$ cat src/rtl/div_pkg.sv
// rtl/div_pkg.sv - shared types and constants for the iterative divider
package div_pkg;

  localparam int DIV_WIDTH = 32;

  typedef enum logic [1:0] {
    FREE    = 2'd0,
    BY_ZERO = 2'd1,
    ON      = 2'd2,
    END     = 2'd3
  } div_state_t;

  localparam logic DivStart          = 1'b1;
  localparam logic DivStop           = 1'b0;
  localparam logic DivResultReady    = 1'b1;
  localparam logic DivResultNotReady = 1'b0;

endpackage

$ cat src/rtl/div_iter_if.sv
// rtl/div_iter_if.sv - ALU to divider request/result bundle
interface div_iter_if import div_pkg::*; #(
  parameter int WIDTH = DIV_WIDTH
) ();

  logic               signed_div_i;
  logic [WIDTH-1:0]   opdata1_i;
  logic [WIDTH-1:0]   opdata2_i;
  logic               start_i;
  logic               annul_i;
  logic [2*WIDTH-1:0] result_o;
  logic               ready_o;

  // ALU side: issues the operation, consumes the result
  modport master (
    output signed_div_i, opdata1_i, opdata2_i, start_i, annul_i,
    input  result_o, ready_o
  );

  // divider side
  modport slave (
    input  signed_div_i, opdata1_i, opdata2_i, start_i, annul_i,
    output result_o, ready_o
  );

endinterface

$ cat src/rtl/div_iter.sv
// rtl/div_iter.sv - radix-2 restoring divider, one quotient bit per cycle
module div_iter import div_pkg::*; #(
  parameter int WIDTH = DIV_WIDTH
) (
  input logic        clk,
  input logic        rst,
  div_iter_if.slave  bus
);

  localparam logic [1:0] S_FREE    = FREE;
  localparam logic [1:0] S_BY_ZERO = BY_ZERO;
  localparam logic [1:0] S_ON      = ON;
  localparam logic [1:0] S_END     = END;
  localparam int         CW        = $clog2(WIDTH);

  logic [1:0]       state;
  logic [CW-1:0]    cnt;
  // remainder is always below the divisor, so its top working bit is implicit zero
  logic [WIDTH-1:0] rem;
  logic [WIDTH-1:0] quo;
  logic [WIDTH-1:0] divisor;
  logic             neg_q;
  logic             neg_r;

  logic             a_neg;
  logic             b_neg;
  logic [WIDTH-1:0] mag_a;
  logic [WIDTH-1:0] mag_b;
  logic [WIDTH:0]   rem_sh;
  logic [WIDTH:0]   diff;
  logic [WIDTH-1:0] rem_nxt;
  logic [WIDTH-1:0] quo_nxt;
  logic [WIDTH-1:0] q_fix;
  logic [WIDTH-1:0] r_fix;

  // operand magnitudes at latch time; unsigned mode never sees a negative flag
  always_comb begin
    a_neg = bus.signed_div_i & bus.opdata1_i[WIDTH-1];
    b_neg = bus.signed_div_i & bus.opdata2_i[WIDTH-1];
    mag_a = a_neg ? -bus.opdata1_i : bus.opdata1_i;
    mag_b = b_neg ? -bus.opdata2_i : bus.opdata2_i;
  end

  // one shift/trial-subtract step plus the sign-corrected final values
  always_comb begin
    rem_sh = {rem, quo[WIDTH-1]};
    diff   = rem_sh - {1'b0, divisor};
    if (!diff[WIDTH]) begin
      rem_nxt = diff[WIDTH-1:0];
      quo_nxt = {quo[WIDTH-2:0], 1'b1};
    end else begin
      rem_nxt = rem_sh[WIDTH-1:0];
      quo_nxt = {quo[WIDTH-2:0], 1'b0};
    end
    q_fix = neg_q ? -quo_nxt : quo_nxt;
    r_fix = neg_r ? -rem_nxt : rem_nxt;
  end

  // control FSM, datapath registers and registered outputs
  always_ff @(posedge clk) begin
    if (!rst) begin
      state        <= S_FREE;
      cnt          <= '0;
      rem          <= '0;
      quo          <= '0;
      divisor      <= '0;
      neg_q        <= 1'b0;
      neg_r        <= 1'b0;
      bus.result_o <= '0;
      bus.ready_o  <= DivResultNotReady;
    end else begin
      case (state)
        S_FREE: begin
          if (bus.start_i == DivStart && !bus.annul_i) begin
            if (bus.opdata2_i == '0) begin
              state <= S_BY_ZERO;
            end else begin
              state   <= S_ON;
              cnt     <= '0;
              rem     <= '0;
              quo     <= mag_a;
              divisor <= mag_b;
              neg_q   <= a_neg ^ b_neg;
              neg_r   <= a_neg;
            end
          end
        end
        S_BY_ZERO: begin
          if (bus.annul_i) begin
            state <= S_FREE;
          end else begin
            state        <= S_END;
            bus.result_o <= '0;
            bus.ready_o  <= DivResultReady;
          end
        end
        S_ON: begin
          if (bus.annul_i) begin
            state <= S_FREE;
          end else begin
            rem <= rem_nxt;
            quo <= quo_nxt;
            cnt <= cnt + 1'b1;
            if (cnt == CW'(WIDTH - 1)) begin
              state        <= S_END;
              bus.result_o <= {r_fix, q_fix};
              bus.ready_o  <= DivResultReady;
            end
          end
        end
        S_END: begin
          if (bus.start_i == DivStop) begin
            state       <= S_FREE;
            bus.ready_o <= DivResultNotReady;
          end
        end
        default: state <= S_FREE;
      endcase
    end
  end

endmodule

$ cat src/flat_wrapper.sv
// flat-port wrapper written by rule: the top's interface ports become plain ports
module div_iter_flat import div_pkg::*;
#(
  parameter int WIDTH = DIV_WIDTH
)
  (clk, rst, bus_signed_div_i, bus_opdata1_i, bus_opdata2_i, bus_start_i, bus_annul_i, bus_result_o, bus_ready_o);
  div_iter_if #(.WIDTH(WIDTH)) bus_i ();
  input logic clk;
  input logic rst;
  input wire logic [$bits(bus_i.signed_div_i)-1:0] bus_signed_div_i;
  input wire logic [$bits(bus_i.opdata1_i)-1:0] bus_opdata1_i;
  input wire logic [$bits(bus_i.opdata2_i)-1:0] bus_opdata2_i;
  input wire logic [$bits(bus_i.start_i)-1:0] bus_start_i;
  input wire logic [$bits(bus_i.annul_i)-1:0] bus_annul_i;
  output wire logic [$bits(bus_i.result_o)-1:0] bus_result_o;
  output wire logic [$bits(bus_i.ready_o)-1:0] bus_ready_o;
  assign bus_i.signed_div_i = bus_signed_div_i;
  assign bus_i.opdata1_i = bus_opdata1_i;
  assign bus_i.opdata2_i = bus_opdata2_i;
  assign bus_i.start_i = bus_start_i;
  assign bus_i.annul_i = bus_annul_i;
  assign bus_result_o = bus_i.result_o;
  assign bus_ready_o = bus_i.ready_o;
  div_iter #(.WIDTH(WIDTH)) u_core (.clk(clk), .rst(rst), .bus(bus_i));
endmodule
$ cat config.mk
export PLATFORM = sky130hd
export DESIGN_NAME = div_iter_flat
export DESIGN_NICKNAME = d
export VERILOG_FILES = /design/src/rtl/div_pkg.sv /design/src/rtl/div_iter_if.sv /design/src/rtl/div_iter.sv /design/src/flat_wrapper.sv
export SDC_FILE = /design/constraint.sdc
export NUM_CORES = 1
export LEC_CHECK = 0
export CAP_MARGIN = 10
export CORE_AREA = 2 2 159 161
export CTS_BUF_LIST = sky130_fd_sc_hd__clkbuf_8
export DETAILED_ROUTE_END_ITERATION = 10
export DIE_AREA = 0 0 161 163
export PLACE_DENSITY = 0.72
export SYNTH_ARGS = -nofsm -noshare
export SYNTH_HDL_FRONTEND = slang
export SYNTH_SLANG_ARGS = --single-unit
$ cat constraint.sdc
create_clock -name clk -period 14.85 [get_ports clk]
set_input_delay 3.7125 -clock clk [delete_from_list [all_inputs] [get_ports clk]]
set_output_delay 3.7125 -clock clk [all_outputs]
set_load 0.005 [all_outputs]
== Yosys cells after proc, flatten, opt, wreduce, memory -nomap -nowiden ==
Cells that the tools add are included.

* Bits in registers: 170
* Word-level logic and storage cells: 76
* Output and inout port bits: 65

* Reduce and logical (&&, ||, !) cells: 12
* Add/subtract/negate cells: 6
* Mux-type cells: 34
* Bitwise operators: 4
* Equality and inequality tests: 11

{| class="wikitable"
|+ Operators with widths
! cell !! number
|-
| $mux W32 || 11
|-
| $mux W64 || 3
|-
| $neg A32 Y32 || 4
|-
| $pmux W32 S2 || 2
|-
| $pmux W64 S2 || 1
|-
| $sub A33 B32 Y33 || 1
|-
| $logic_not A32 Y1 || 1
|-
| $mux W5 || 3
|-
| $mux W2 || 6
|-
| $pmux W5 S2 || 1
|-
| $ne A2 B2 Y1 const B || 4
|-
| $pmux W2 S4 || 1
|-
| $reduce_and A4 Y1 || 2
|-
| $reduce_and A3 Y1 || 2
|-
| $add A5 B1 Y5 const B || 1
|-
| $eq A5 B5 Y1 const B || 1
|-
| $mux W1 || 5
|-
| $reduce_and A5 Y1 || 1
|-
| $eq A2 B2 Y1 const B || 2
|-
| $ne A2 B1 Y1 const B || 2
|-
| $reduce_bool A2 Y1 || 2
|-
| $ne A3 B2 Y1 const B || 1
|-
| $pmux W1 S3 || 1
|-
| $reduce_bool A3 Y1 || 1
|-
| other kinds (7) || 8
|}

== Depth between registers and ports, before layout ==
Gate-level depths: netlist (run 1).

* Depth after elaboration: 7
* Mapped depth: 24

== Worst setup path after synthesis (run 1) ==
OpenSTA, ideal clock, no wires.

* Kind: in2reg
* Start point: input bus_opdata2_i[8]
* End point: register u_core.quo[27]
* Arrival: 6.339 ns
* Setup time: 0.115 ns
* Required time: 14.735 ns
* Setup slack: 8.396 ns
* Stages on the path: 12
* Cell sequence: or4_4 or3_1 or2_4 nor2_4 nand2_1 or3_4 and3_4 o21ai_2 buf_6 buf_6 o221ai_1 and2_1

* Word-level cells in the longest chain between the ends: 3

{| class="wikitable"
|+ RTL lines
! what !! RTL line !! text
|-
| start: declaration || flat_wrapper.sv:12 || <nowiki>input wire logic [$bits(bus_i.opdata2_i)-1:0] bus_opdata2_i;</nowiki>
|-
| $logic_not A32 Y1 || div_iter.sv:75 || <nowiki>if (bus.opdata2_i == '0) begin</nowiki>
|-
| $ne A2 B2 Y1 (no line) || -- ||
|-
| $reduce_and A4 Y1 (no line) || -- ||
|-
| end signal: assignment || div_iter.sv:81 || <nowiki>quo <= mag_a;</nowiki>
|-
| end signal: assignment || div_iter.sv:102 || <nowiki>quo <= quo_nxt;</nowiki>
|-
| end: declaration || div_iter.sv:20 || <nowiki>logic [WIDTH-1:0] quo;</nowiki>
|}

Every way passes these cells.
A chain may end at the register's enable or synchronous reset.

== Final worst setup path (run 1) ==
* Start point: input bus_opdata2_i[8]
* End point: register u_core.quo[28]

Same word-level chain as after synthesis.

==> results of run 1 <==
==> worst paths after layout <==
check,start,end,slack (ns),depth (start not counted)
setup / recovery,bus_opdata2_i[8],u_core.quo[28],7.29,11
hold reg to reg,u_core.bus.result_o[57],u_core.bus.result_o[57],0.46,2
setup reg to reg,u_core.quo[31],u_core.bus.result_o[62],8.65,22
hold / removal,u_core.bus.result_o[57],u_core.bus.result_o[57],0.46,2
==> flip-flops by register name (all words and copies together) (netlist names) <==
| register | flops |
|---|---|
| u_core.cnt | 5 |
| u_core.state | 2 |
| u_core.rem | 32 |
| u_core.neg_q | 1 |
| u_core.quo | 32 |
| u_core.divisor | 32 |
| u_core.bus.ready_o | 1 |
| u_core.neg_r | 1 |
| u_core.bus.result_o | 64 |
==> layout by cell type (no fill, tap or decap), drive strengths merged, types with 12 or more instances in the layout <==
cell | netlist | routed
a21oi | 106 | 106
nand3 | 29 | 29
o31ai | 31 | 31
nor3 | 40 | 40
nor2 | 127 | 127
nor2b | 47 | 47
o41ai | 14 | 14
o21a | 15 | 15
o211a | 31 | 31
clkbuf | 61 | 17
nand2b | 14 | 14
inv | 54 | 62
and3 | 14 | 14
ha | 43 | 43
clkdlybuf4s50 | 0 | 132
dfxtp | 170 | 170
o22ai | 28 | 28
o21ai | 103 | 103
a21o | 12 | 12
or4 | 12 | 12
or3 | 24 | 24
a21boi | 26 | 26
nor4 | 15 | 15
nand2 | 184 | 184
mux2i | 20 | 20
xnor2 | 75 | 75
and2 | 48 | 48
a22oi | 39 | 39
buf | 34 | 14
xor2 | 58 | 58
==> final cells by class <==
type	count	area [um2]	share of cell area, %
clock buffer	17	234	1.67
clock inverter	15	211	1.51
inverter	54	203	1.45
multi-input combinational	1258	8100	57.9
sequential	170	3400	24.3
tap	330	413	2.95
timing repair buffer	146	1430	10.2
==> power breakdown <==
group / total [mW] / internal, mW / switching (mW) / leakage, nW
Sequential: 0.585 / 0.512 / 0.0734 / 1.38
Combinational: 0.916 / 0.341 / 0.575 / 3.85
Clock: 0.364 / 0.136 / 0.227 / 0.218
Total: 1.86 / 0.989 / 0.876 / 5.45
==> worst min-delay path: cells and delay by family, from the launching register on <==
kind	cells	cell delay, ns
AO/OA/AOI/OAI	1	0.05
flip-flops	1	0.33
AND/OR/NAND/NOR	1	0.05
==> through the flow <==
stage          util, %  power [mW]
3_5_place_dp      54.9        1.48
3_3_place_gp      54.9        1.47
2_1_floorplan        -        1.27
6_report          56.7        1.86
4_1_cts           56.7        1.85
5_1_grt           56.7        1.98
==> cell families (layout without fill, tap and decap cells) <==
group | after synthesis | after routing
buffers and inverters | 149 | 232
xor gates and xnor gates | 133 | 133
and+or+nand+nor | 582 | 582
DFF | 170 | 170
AOI/OAI and AO/OA | 471 | 471
muxes | 28 | 28
adders and majority gates | 44 | 44
==> layer usage <==
metal	vias up	global-route usage (%)
met4	0	7.35
met5	-	0
met1	5607	38.5
met2	445	44.2
li1	5796	-
met3	58	3.21
==> flow_summary.ini, run 1 <==
[logic_synthesis]
syn_area_mm2 = 0.0121
synth_commonest_cells = nand2_1 (184), dfxtp_1 (170), nor2_1 (125)
yosys.area.top_type_share_pct = 28.0
synth_xor_area_share_pct = 9.59
seq_area_frac_synth_pct = 28.0
synth_nets = 1690
synth_mux_area_share_pct = 2.39
avgSynthCellArea_um2 = 7.70
ys_ff_latch = 170
synthArstFlopShare_pct = 0
yosys.area_share.adder_pct = 4.60
yosys.area_share.simple_pct = 23.4
netlist-cell-type-count = 84
synth_edf_count = 0
synth_most_common_cell = nand2_1
synth_compound_area_share_pct = 26.5
ys_warn_count = 0
synth_top_family_by_area = compound AO/OA/AOI/OAI gates
netlist_instances = 1577
synth_flop_cell = dfxtp_1
synth_top_area_cell = dfxtp_1
ys_top_cells_by_area = dfxtp_1 (28%), nand2_1 (5.7%), xnor2_1 (5.4%)

[cells_and_area]
design_area_mm2 = 0.0140
antennaDiodeCount = 0
syn2layout_area_growth_pct = 15.2
drive_above_1_share_pct = 5.06
fin_cells = 1990
n_fill_cell = 2320
nets = 1760

[timing]
finalWorstPathRequiredPeriod_ns = 7.56
post-route-period-util_pct = 50.9
fin_worst_skew_ns = 0.0253
hold_viol_final = 0
max_slew.worst_pin.slew_ns = 1.27
fin_hold_ws_ns = 0.460
final-setup-viol-count = 0
tns_ns = 0
final.setup.worst_slack_ns = 7.29
max_clock_freq_ghz = 0.132
maxSlewHeadroom_pct = 14.9
slew_viol_final = 0
rsz0062_at_grt = no

[die]
die_w_um = 161
die_y_um = 163
dieArea_mm2 = 0.0262
rows = 58
io_pins = 134
initial_utilization_pct = 49.2
coreArea_mm2 = 0.0247

[clocking]
cts_root_buf = clkbuf_8
cts_resized = 0
post_cts_buffers = 0
clock_sinks = 170
clockBufferDepth = 2
cts_hold_buf = 0
clk_pin_slew_worst_paths_ns = 0.12
htree_levels = 4
clock_latency_ns = 0.50
numCtsBuffers = 17
tritoncts = done

[critical_path]
critPathTopFamily = simple AND/OR/NAND/NOR gates
critPathBufInv = 1
cp_slowest_stage_delay_ns = 1.01
crit_path_frequent_cell = nand2_1
cp_max_fo = 67
critPathArrivalTime_ns = 7.96
setup.worst_path.end_class = register
required_ns = 15.25
crit_chain = clkdlybuf4s50_1, or4_4, or3_1, or2_4, nor2_4, nand2_1, or3_4, and3_4, nand2_1, o221ai_1, and2_1
startpoint_type = primary input
critPathKind = primary input to register
cp_slowest_cell = nand2_1

[power]
p_per_area_mw_per_mm2 = 133
irDropWorstVdd_uv = 104
leakage_nw = 5.45

[detailed_routing]
met2_wirelength_mm = 16.8
antenna_left = 0
vias = 11900
avgViaCountPerCell = 5.98
met1_length_mm = 16.5
wl_met3_mm = 2.36
drc = 0
highest_layer = met4
drt_iter0_drc = 1187
wl_per_cell_um = 18.3
routed_wl_mm = 36.4
dr.pass1.iters = 6

[global_routing]
grt_pass1_vias = 11000
antenna_found_initial = 0
grt_pass1_wl_mm = 57.9
grt_usage_pct = 27.3
grt_max_degree = 95
grt_remaining_overflow = 0

[placement]
place_inst = 1957
hpwlAfterDp_mm = 26.6
place_congestion = 0.964
dpl_cell_area_mm2 = 0.0135
post-place-ws_ns = 6.88
port_buffers = 133

[min_path]
worstHoldPathType = register to register

[run]
cap_violations = 0

[run_status]
outcome = complete, no violations
(Power assumes the default switching activity.)
==> run 2: changes to the inputs <==
Clock period 14.85 ns to 7.9 ns, I/O delays scaled along.
==> flow_summary.ini, run 2 (same netlist as run 1, synthesis figures left out) <==
[run_status]
outcome = complete, no violations

[cells_and_area]
syn2layout_area_growth_pct = 15.3
largest_register_ffs = 64
seq_area_mm2 = 0.00340
drive_above_1_share_pct = 5.06
antennaDiodeCount = 0
final_common_cell = nand2_1
n_fill_cell = 2356
layout_common_cells = nand2_1 (184), dfxtp_1 (170), clkdlybuf4s50_1 (132), nor2_1 (125), a21oi_1 (105)
largest_register = u_core.bus.result_o
multi_input_comb_area_mm2 = 0.00810
nets = 1760

[timing]
max_clock_freq_ghz = 0.169
hold_viol_final = 0
post-route-period-util_pct = 74.7
max_slew.worst_pin.slew_ns = 1.21
final-setup-viol-count = 0
maxSlewHeadroom_pct = 19.2
tns_ns = 0
rsz0062_at_grt = no
fin_worst_skew_ns = 0.0264
slew_viol_final = 0
finalWorstPathRequiredPeriod_ns = 5.90

[critical_path]
cp_slowest_cell = or4_1
required_ns = 8.28
startpoint_type = register
r2r_start = u_core.quo[31]
crit_chain = inv_1, ha_1, fa_1, nand2b_1, a21oi_4, o2111ai_2, a31oi_2, o21a_1, nor2_4, inv_1, nor2_1, a21oi_1, ha_1, nand2_1, or3_1, or4_1, mux2_2, a2111oi_4, a31oi_1, xnor2_1, a32o_1
critPathArrivalTime_ns = 6.29
setup.worst_path.end_class = register
cp_slowest_stage_delay_ns = 0.56
worstSetupStartpoint = u_core.quo[31]
cp_max_fo = 13
critPathKind = register to register

[clocking]
post_cts_buffers = 0
cts_hold_buf = 0
cts_root_buf = clkbuf_8
clockBufferDepth = 2
cts_resized = 0
htree_levels = 4
clock_latency_ns = 0.49
tritoncts = done
clk_pin_slew_worst_paths_ns = 0.11
clock_sinks = 170
numCtsBuffers = 17

[die]
rows = 58
dieArea_mm2 = 0.0262
die_w_um = 161
io_pins = 134
initial_utilization_pct = 49.2
coreArea_mm2 = 0.0247
die_y_um = 163

[placement]
hpwlAfterDp_mm = 27.4
port_buffers = 133
place_congestion = 0.941

[global_routing]
grt_pass1_wl_mm = 58.0
grt_remaining_overflow = 0
grt_usage_pct = 27.4
antenna_found_initial = 0
grt_pass1_vias = 11000
grt_max_degree = 123

[min_path]
hp-start = u_core.bus.result_o[57]
worstHoldPathType = register to register

[power]
clkPwrFrac_pct = 19.2
leakage_nw = 5.45
switching_share_pct = 46.7
p_per_area_mw_per_mm2 = 250
internal-power_mw = 1.86
power_frac_seq_pct = 31.4
power.total_mw = 3.50
irDropWorstVdd_uv = 153
p_comb_share_pct = 49.5
power.net_switching_mw = 1.64

[detailed_routing]
avgViaCountPerCell = 5.96
dr.pass1.iters = 6
routed_wl_mm = 36.6
drc = 0
wl_per_cell_um = 18.4
drt_iter0_drc = 1148
antenna_left = 0
vias = 11900

[run]
cap_violations = 0
## run 2: changes by cell type in the layout (fill, tap and decap cells not counted)
cell      change
clkinv_8      +3
inv_12        -2
buf_12        +1
buf_8         -1
inv_8         -1
## run 2: cell type report
class	count	share of cell area [%]
Clock buffer	17	1.67
Multi-Input combinational cell	1258	57.8
Clock inverter	15	1.55
Inverter	54	1.45
Tap cell	330	2.95
Timing Repair Buffer	146	10.3
Sequential cell	170	24.3
## run 2: layer usage
layer	share of wire [%]	track usage (%)	wire length [um]	vias up
met5	0	0	0	-
met4	2.1	8.40	769	0
met3	6.3	4.35	2300	54
met2	46	44.1	16900	390
met1	45	37.7	16600	5634
li1	-	-	-	5791
## run 2: final timing paths
check                            end  slack [ns]  cells after the start
max          u_core.bus.result_o[62]        2.00                     21
min          u_core.bus.result_o[57]        0.45                      2
max reg2reg  u_core.bus.result_o[62]        2.00                     21
min reg2reg  u_core.bus.result_o[57]        0.45                      2
## run 2: power groups by stage
stage | Combinational [mW] | Sequential, mW | Clock (mW)
floorplan | 1.32 | 1.07 | 0
global placement | 1.67 | 1.11 | 0
detailed placement | 1.69 | 1.11 | 0
CTS | 1.70 | 1.09 | 0.682
global route | 1.90 | 1.11 | 0.718
finish | 1.73 | 1.10 | 0.670
## run 2: through the flow
step	cells	hold slack [ns]	worst slack [ns]	instance area [um2]	util [%]
global placement	1958	0.437	1.56	13600	54.9
global route	1990	0.476	1.68	14000	56.8
floorplan	1577	0.441	2.71	12100	-
detailed placement	1958	0.442	1.51	13600	54.9
CTS	1990	0.459	2.03	14000	56.8
finish	1990	0.455	2.00	14000	56.8
## run 2: worst max-delay path: cells and delay by family, from the launching register on
family	cells	cell delay [ns]
AOI/OAI and AO/OA	8	2.36
xor gates and xnor gates	1	0.16
adders and majority gates	3	0.86
buffers and inverters	2	0.26
DFF	1	0.41
muxes	1	0.35
and+or+nand+nor	6	1.38
